File: src/rtl/store_write_buffer.sv
// Posted store write buffer: queues CPU stores and drains them to memory over req/gnt with byte-lane steering.
// Define STORE_BUF_HAZARD_EN to add ld_addr/ld_stall load-hazard detection against pending stores.
module store_write_buffer #(
    parameter int DEPTH = 4,
    parameter int CW    = 3
) (
    input  logic          clk,
    input  logic          rst_n,
    input  logic          st_valid,
    output logic          st_ready,
    input  logic [31:0]   st_addr,
    input  logic [31:0]   st_data,
    input  logic          st_dt,
    output logic          mem_req,
    input  logic          mem_gnt,
    output logic [31:0]   mem_addr,
    output logic [31:0]   mem_wdata,
    output logic [3:0]    mem_be,
    output logic          empty,
    output logic [CW-1:0] count,
`ifdef STORE_BUF_HAZARD_EN
    input  logic [31:0]   ld_addr,
    output logic          ld_stall,
`endif
    output logic          misalign_err
);

    localparam int PW = (DEPTH > 1) ? $clog2(DEPTH) : 1;

    typedef enum logic {IDLE, REQ} state_t;

    logic [31:0]   addr_mem [DEPTH];
    logic [31:0]   data_mem [DEPTH];
    logic          dt_mem   [DEPTH];

    logic [PW-1:0] wr_ptr_reg;
    logic [PW-1:0] rd_ptr_reg;
    logic [PW-1:0] rd_ptr_inc;
    logic [CW-1:0] count_reg;
    state_t        state_reg;

    logic          push;
    logic          pop;
    logic          more;
    logic          load;
    logic [31:0]   head_addr;
    logic [31:0]   head_data;
    logic          head_dt;
    logic [1:0]    lane;
    logic [31:0]   steer_wdata;
    logic [3:0]    steer_be;

    assign st_ready   = (count_reg < CW'(DEPTH));
    assign push       = st_valid & st_ready;
    assign pop        = (state_reg == REQ) & mem_gnt;
    assign more       = (count_reg > CW'(1)) | push;
    assign load       = ((state_reg == IDLE) && (count_reg != '0)) || (pop && more);
    assign rd_ptr_inc = rd_ptr_reg + 1'b1;
    assign count      = count_reg;
    assign empty      = (count_reg == '0) & ~mem_req;

    // On a grant with a single entry left, the next head is the store arriving this cycle.
    always_comb begin
        head_addr = addr_mem[rd_ptr_reg];
        head_data = data_mem[rd_ptr_reg];
        head_dt   = dt_mem[rd_ptr_reg];
        if (state_reg == REQ) begin
            if (count_reg > CW'(1)) begin
                head_addr = addr_mem[rd_ptr_inc];
                head_data = data_mem[rd_ptr_inc];
                head_dt   = dt_mem[rd_ptr_inc];
            end else begin
                head_addr = st_addr;
                head_data = st_data;
                head_dt   = st_dt;
            end
        end
    end

    always_comb begin
        lane = head_addr[1:0];
        if (head_dt) begin
            steer_wdata = head_data;
            steer_be    = 4'b0000;
        end else begin
            steer_wdata = {24'h000000, head_data[7:0]} << {lane, 3'b000};
            steer_be    = 4'b0001 << lane;
        end
    end

    always_ff @(posedge clk) begin
        if (push) begin
            addr_mem[wr_ptr_reg] <= st_addr;
            data_mem[wr_ptr_reg] <= st_data;
            dt_mem[wr_ptr_reg]   <= st_dt;
        end
    end

    always_ff @(posedge clk or negedge rst_n) begin
        if (!rst_n) begin
            wr_ptr_reg   <= '0;
            rd_ptr_reg   <= '0;
            count_reg    <= '0;
            state_reg    <= IDLE;
            mem_req      <= 1'b0;
            mem_addr     <= '0;
            mem_wdata    <= '0;
            mem_be       <= '0;
            misalign_err <= 1'b0;
        end else begin
            misalign_err <= push & st_dt & (st_addr[1:0] != 2'b00);
            if (push) wr_ptr_reg <= wr_ptr_reg + 1'b1;
            if (pop)  rd_ptr_reg <= rd_ptr_inc;
            case ({push, pop})
                2'b10:   count_reg <= count_reg + 1'b1;
                2'b01:   count_reg <= count_reg - 1'b1;
                default: count_reg <= count_reg;
            endcase
            if (load) begin
                mem_addr  <= {head_addr[31:2], 2'b00};
                mem_wdata <= steer_wdata;
                mem_be    <= steer_be;
            end
            case (state_reg)
                IDLE: begin
                    if (count_reg != '0) begin
                        mem_req   <= 1'b1;
                        state_reg <= REQ;
                    end
                end
                REQ: begin
                    if (mem_gnt && !more) begin
                        mem_req   <= 1'b0;
                        state_reg <= IDLE;
                    end
                end
                default: begin
                    mem_req   <= 1'b0;
                    state_reg <= IDLE;
                end
            endcase
        end
    end

`ifdef STORE_BUF_HAZARD_EN
    logic [DEPTH-1:0] hit;
    for (genvar gi = 0; gi < DEPTH; gi++) begin : g_hit
        logic [PW-1:0] offs;
        // An entry is live when its distance from the read pointer is below the count.
        assign offs    = PW'(gi) - rd_ptr_reg;
        assign hit[gi] = (CW'(offs) < count_reg) &&
                         ({addr_mem[gi][31:2], 2'b00} == (ld_addr & 32'hFFFF_FFFC));
    end
    assign ld_stall = |hit;
`endif

endmodule

File: config.mk
export PLATFORM = sky130hd
export DESIGN_NAME = store_write_buffer
export DESIGN_NICKNAME = d
export VERILOG_FILES = /design/src/rtl/store_write_buffer.sv
export SDC_FILE = /design/constraint.sdc
export NUM_CORES = 1
export LEC_CHECK = 0
export BUFFER_PORTS_ARGS = -buffer_cell sky130_fd_sc_hd__clkbuf_2
export CORE_AREA = 2 2 180 182
export CTS_CLUSTER_DIAMETER = 60
export DETAILED_ROUTE_END_ITERATION = 7
export DIE_AREA = 0 0 182 184
export PLACE_DENSITY = 0.68
export SETUP_SLACK_MARGIN = 0.15
export SLEW_MARGIN = 20
export SYNTH_ARGS = -nofsm -noshare
export SYNTH_HDL_FRONTEND = slang
export SYNTH_SLANG_ARGS = --single-unit
File: constraint.sdc
create_clock -name clk -period 5.5 [get_ports clk]
set_clock_uncertainty 0.2 [all_clocks]
set_input_delay 0.275 -clock clk [delete_from_list [all_inputs] [get_ports clk]]
set_output_delay 0.275 -clock clk [all_outputs]
set_load 0.1 [all_outputs]
==> results of run 1 <==
-- through the flow --
stage          utilization  instance area (µm²)  hold WS, ns  instances
2_1_floorplan            -                15500       -0.221        971
3_3_place_gp         0.526                16500      -0.0716       1450
3_5_place_dp         0.526                16500      -0.0702       1450
4_1_cts              0.587                18400       0.0291       1584
5_1_grt              0.587                18400       0.0773       1585
6_report             0.587                18400       0.0454       1585
-- worst min-delay path, delay by kind of cell --
kind / cells / cell delay [ns]
simple gates: 1 / 0.21
xor+xnor: 1 / 0.15
buf+inv: 1 / 0.10
-- layout by cell type, fill, tap and decap left out, drive strengths merged, types with 2 or more instances in the layout --
cell type / netlist / layout
edfxtp: 260 / 260
o21ba: 2 / 2
nand3: 52 / 52
inv: 7 / 8
a21o: 30 / 30
a21oi: 2 / 2
or3b: 2 / 2
ha: 9 / 9
and2: 4 / 4
dlygate4sd3: 0 / 69
a311oi: 30 / 30
clkinv: 0 / 13
dfrtp: 76 / 76
xnor2: 6 / 6
o2111ai: 24 / 24
buf: 49 / 21
a31oi: 4 / 4
nand2: 120 / 120
a311o: 8 / 8
conb: 1 / 2
o211ai: 24 / 24
nor2: 46 / 46
bufinv: 0 / 5
o21bai: 2 / 2
clkbuf: 35 / 185
o21ai: 41 / 41
mux4: 130 / 130
-- cells by family after synthesis --
logic type / synth area share
AOI/OAI and AO/OA: 0.0854
xor gates and xnor gates: 0.00338
adders and majority gates: 0.00724
buffers and inverters: 0.0296
DFF: 0.625
muxes: 0.189
other: 0.000241
and+or+nand+nor: 0.0606
-- cell type report --
class | instances | area [µm²] | share of cell area
repair buffers | 230 | 1550 | 0.0840
multi-input cells | 544 | 5400 | 0.293
diodes | 1 | 2.50 | 0.000136
clock inverters | 20 | 241 | 0.0131
flip-flops and latches | 336 | 9720 | 0.527
well taps | 402 | 503 | 0.0273
inverters | 7 | 26.3 | 0.00143
clock buffers | 45 | 996 | 0.0540
-- layer usage --
layer,part of all wire,wire length (µm),GRT usage
met3,0.062,2240,0.0331
met5,0,0,0
met2,0.49,17900,0.362
met1,0.42,15200,0.305
met4,0.023,818,0.0642
-- power by group --
part	total (µW)	switching [µW]	leakage (µW)	internal, µW
clock	2500	971	0.000609	1520
sequential	3790	492	0.00331	3290
combinational	5540	3710	0.00285	1830
-- how the worst min path moves through the flow --
stage	startpoint	end	cells past startpoint
after floorplan	rst_n	count[0]	0
after global placement	rst_n	mem_req	1
after detailed placement	rst_n	mem_req	1
after CTS	st_valid	wr_ptr_reg[0]	3
after global routing	st_valid	wr_ptr_reg[0]	3
final	st_valid	wr_ptr_reg[0]	3
==> impl_metrics.csv, run 1 <==
group,metric,value,unit
outcome,status,"finished, final reports clean",
timing,setup_violations,0,
floorplan,die-width,182,µm
yosys,yosys-top-cells-area,"edfxtp_1 (50%), mux4_2 (19%), dfrtp_1 (12%)",
critical_path,critPathTopFamily,"compound AO/OA/AOI/OAI gates",
power_and_ir_drop,p_per_area,641,mW/mm²
yosys,yosysSeqAreaShare,0.625,
timing,worstMarginPinSlew,0.978,ns
grt,gr-usage-all-layers,0.219,
cells_and_area,largest_registers,"addr_mem x128, data_mem x128, mem_wdata x32",
detailed_routing,drc,0,
floorplan,ios,144,
critical_path,critPathArrivalTime,3.66,ns
yosys,synth_area_leader_cell,"edfxtp_1",
floorplan,die_h,184,µm
detailed_routing,first_iter_violations,727,
grt,grt_max_degree,79,
critical_path,critPathCaptureType,"register",
critical_path,crit_fanout,69,
floorplan,rows,65,
yosys,ys_types,41,
power_and_ir_drop,peakVddDrop,0.492,mV
critical_path,cp-endpoint,"mem_be[3]",
detailed_routing,vias_per_cell,6.09,
timing,finalSetupTns,0,ns
critical_path,rr_worst_depth,7,
cells_and_area,fin_nets,1233,
critical_path,r2r-end,"mem_be[3]",
timing,finalHoldViolCount,0,
grt,grt_antenna_before_repair,1,
critical_path,cp_slowest_cell,"o21ba_4",
clocking,cts_setup_buffers,0,
timing,drv_slew,0,
grt,grt_pass1_wl,56.4,mm
yosys,ys_top_cells_by_count,"edfxtp_1 (260), mux4_2 (130), nand2_1 (120)",
yosys,yosys_warnings,0,
yosys,synth.most_common_cell,"edfxtp_1",
detailed_routing,antenna_left,0,
timing,fmax,287,MHz
critical_path,cp-start-kind,"register",
critical_path,cp_num_buf_inv,2,
yosys,avgSynthCellArea,16.0,µm²
clocking,clkSinkCount,336,
critical_path,critPathKind,"register to register",
yosys,syn_area,0.0155,mm²
critical_path,reg2reg_slack,2.02,ns
floorplan,initial_utilization,0.495,
clocking,cts_root_buf,"clkbuf_16",
yosys,synth-edff-count,260,
clocking,clk_pin_slew,0.06,ns
critical_path,path_depth,7,
floorplan,core_area,0.0314,mm²
grt,grt_pass1_vias,9702,
power_and_ir_drop,power.total,11800,µW
clocking,post_cts_resized,0,
critical_path,cp.required,5.68,ns
yosys,ys_ff_latch,336,
cells_and_area,syn_to_final_growth,18.6,%
timing,rsz0062_at_grt,"no",
clocking,clk_latency,0.52,ns
detailed_routing,vias,9654,
clocking,cts-hold-fix-buffers,69,
yosys,synth_top_area_share,0.502,
place,port-buffer-count,141,
power_and_ir_drop,p_leak,0.00678,µW
detailed_routing,wl,36.1,mm
grt,gr-total-overflow,0,
critical_path,reg2reg_from,"count[1]",
critical_path,cp_slowest_stage_delay,0.81,ns
place,dp.final_hpwl,21.7,mm
place,routabilityCongestion,0.783,
timing,slew_headroom,0.348,
floorplan,dieArea,0.0335,mm²
yosys,syn_inst,970,
critical_path,crit_chain,"inv_1 > ha_1 > o21ba_2 > nor3_1 > o21ba_4 > buf_4 > o21ai_0",
yosys,synth-async-reset-ratio,0.226,
cells_and_area,drive_above_1_share,0.316,
clocking,numCtsBuffers,36,
timing,timing.final.crit_share,0.634,
min_path,hold_class,"input port to register",
yosys,ys.flop_type,"edfxtp_1",
place,dpl_worst_slack,1.98,ns
job,drv_cap,0,
clocking,tritoncts,"done",
clocking,cts-htree-levels,2,
timing,finalCriticalPeriod,3.48,ns
critical_path,startpoint,"count[1]",
clocking,cts.path.max_buffers,3,
timing,fin_ws,2.02,ns
detailed_routing,wl_per_cell,22.8,µm
cells_and_area,fillerInstances,2390,
detailed_routing,drt_pre_antenna_iters,7,
Power figures use the tool's default switching activity.
==> run 2, diff against run 1 <==
clock period = 3.4 ns   (was 5.5 ns; I/O delays follow)
==> run 2 against run 1 <==
Routed wire length fell by 1.1%; highest routed layer unchanged; clock-buffer cell count grew 7; register-to-register slack lost 1.6 ns; die area unchanged; sequential share of layout area is 0.079 points higher; non-clock buffer count is 10 higher; sequential cell count unchanged.
==> impl_metrics.csv, run 2 (synthesis gave the netlist of run 1 again) <==
group,metric,value,unit
outcome,status,"finished, final reports clean",
clocking,cts_setup_buffers,0,
cells_and_area,final_common_cell,"edfxtp_1",
grt,grt_max_degree,73,
power_and_ir_drop,p_leak,0.00675,µW
floorplan,initial_utilization,0.495,
detailed_routing,vias_per_cell,6.12,
timing,finalCriticalPeriod,2.96,ns
cells_and_area,drive_above_1_share,0.314,
grt,grt_pass1_wl,55.3,mm
floorplan,ios,144,
floorplan,core_area,0.0314,mm²
clocking,clk_latency,0.51,ns
grt,gr-usage-all-layers,0.214,
power_and_ir_drop,switching_share,0.445,
grt,grt_pass1_vias,9804,
power_and_ir_drop,switchingPower,8390,µW
timing,timing.final.crit_share,0.872,
cells_and_area,fin_nets,1242,
timing,rsz0062_at_grt,"no",
power_and_ir_drop,pwr-share-clk,0.187,
timing,finalSetupTns,0,ns
clocking,clk_pin_slew,0.06,ns
power_and_ir_drop,combPwrFrac,0.499,
detailed_routing,wl,35.7,mm
floorplan,rows,65,
clocking,cts-hold-fix-buffers,69,
cells_and_area,largest_registers,"addr_mem x128, data_mem x128, mem_wdata x32",
cells_and_area,fillerInstances,2417,
clocking,cts_root_buf,"clkbuf_16",
critical_path,cp_slowest_cell,"nor3_1",
clocking,post_cts_resized,0,
power_and_ir_drop,peakVddDrop,0.846,mV
timing,finalHoldViolCount,0,
clocking,tritoncts,"done",
cells_and_area,multiInputGateArea,0.00541,mm²
timing,slew_headroom,0.376,
job,drv_cap,0,
cells_and_area,antennaDiodeCount,0,
min_path,hold_class,"input port to asynchronous set/reset pin",
critical_path,critPathCaptureType,"register",
power_and_ir_drop,power.total,18800,µW
power_and_ir_drop,pwr-share-seq,0.314,
grt,grt_antenna_before_repair,0,
critical_path,cp_slowest_stage_delay,0.48,ns
detailed_routing,wl_per_cell,22.5,µm
power_and_ir_drop,p_int,10400,µW
floorplan,die_h,184,µm
grt,gr-total-overflow,0,
cells_and_area,syn_to_final_growth,18.4,%
place,routabilityCongestion,0.809,
timing,worstMarginPinSlew,0.936,ns
timing,fmax,337,MHz
clocking,cts.path.max_buffers,3,
critical_path,cp.required,3.56,ns
floorplan,die-width,182,µm
clocking,cts-htree-levels,2,
timing,setup_violations,0,
cells_and_area,seq_area,0.00972,mm²
detailed_routing,antenna_left,0,
power_and_ir_drop,p_per_area,1020,mW/mm²
detailed_routing,drt_pre_antenna_iters,5,
place,port-buffer-count,141,
clocking,clkSinkCount,336,
detailed_routing,vias,9735,
critical_path,cp-start-kind,"register",
critical_path,crit_fanout,40,
critical_path,critPathKind,"register to register",
clocking,numCtsBuffers,35,
floorplan,dieArea,0.0335,mm²
detailed_routing,drc,0,
place,dp.final_hpwl,21.9,mm
critical_path,critPathArrivalTime,3.13,ns
detailed_routing,first_iter_violations,860,
cells_and_area,mostFrequentLayoutCells,"edfxtp_1 (260), clkbuf_2 (140), mux4_2 (130), nand2_1 (120), dfrtp_1 (73)",
timing,drv_slew,0,
critical_path,crit_chain,"inv_1 > ha_1 > o21ba_2 > nor3_1 > o21ba_4 > buf_4 > o21ai_0",
[run 2: cell types whose count changed in the layout (fill, tap and decap cells not counted), moves of 2 or more]
cell,previous run,this run
buf_12,0,7
clkbuf_1,4,13
clkinv_2,7,2
clkbuf_16,37,35
bufinv_16,5,0
buf_4,21,24
[run 2: final timing paths]
check                                   from               to  slack [ns]  cells after the start
worst max-delay path                count[1]        mem_be[3]        0.44                      7
worst min-delay path                   rst_n      mem_addr[2]        0.16                      2
worst max register to register      count[1]        mem_be[3]        0.44                      7
worst min register to register  mem_addr[18]     mem_addr[18]        0.28                      1
max in group asynchronous              rst_n     mem_addr[14]        2.04                      3
min in group clk                 st_addr[10]  addr_mem[3][10]        0.23                      2
[run 2: layout make-up]
cell class / count / share of cell area
tap: 402 / 0.0273
multi-input combinational: 544 / 0.294
inverter: 7 / 0.00143
clock buffer: 52 / 0.0532
clock inverter: 10 / 0.00313
timing repair buffer: 240 / 0.0930
sequential: 336 / 0.528
[run 2: worst max-delay path: cells and delay by family (launching register included)]
family          cells  cell delay (ns)
compound gates      3             0.92
buf+inv             2             0.58
simple gates        1             0.48
flops               1             0.44
fa+ha+maj           1             0.18
[run 2: stage by stage]
| step | worst slack (ns) | std cells | hold slack [ns] | utilization | cell area [µm²] |
|---|---|---|---|---|---|
| after detailed placement | 0.470 | 1460 | 0.164 | 0.531 | 16700 |
| final | 0.435 | 1591 | 0.161 | 0.586 | 18400 |
| after floorplan | 0.224 | 971 | -0.326 | - | 15600 |
| after CTS | 0.448 | 1591 | 0.171 | 0.586 | 18400 |
| after global routing | 0.294 | 1591 | 0.226 | 0.586 | 18400 |
| after global placement | 0.596 | 1460 | 0.153 | 0.531 | 16700 |
[run 2: power groups by stage]
stage               clock network (µW)  registers [µW]  logic, µW
floorplan                            0            8290       5100
global placement                     0            5960       9240
detailed placement                   0            6000       9350
CTS                               3580            5920       9450
global route                      3740            6000       9980
finish                            3520            5910       9400
[run 2: layer usage]
layer / vias up / wire length, µm / GRT usage
li1: 4295 / - / -
met1: 5032 / 15100 / 0.300
met2: 348 / 17600 / 0.357
met3: 60 / 2320 / 0.0297
met4: 0 / 738 / 0.0558
met5: - / 0 / 0
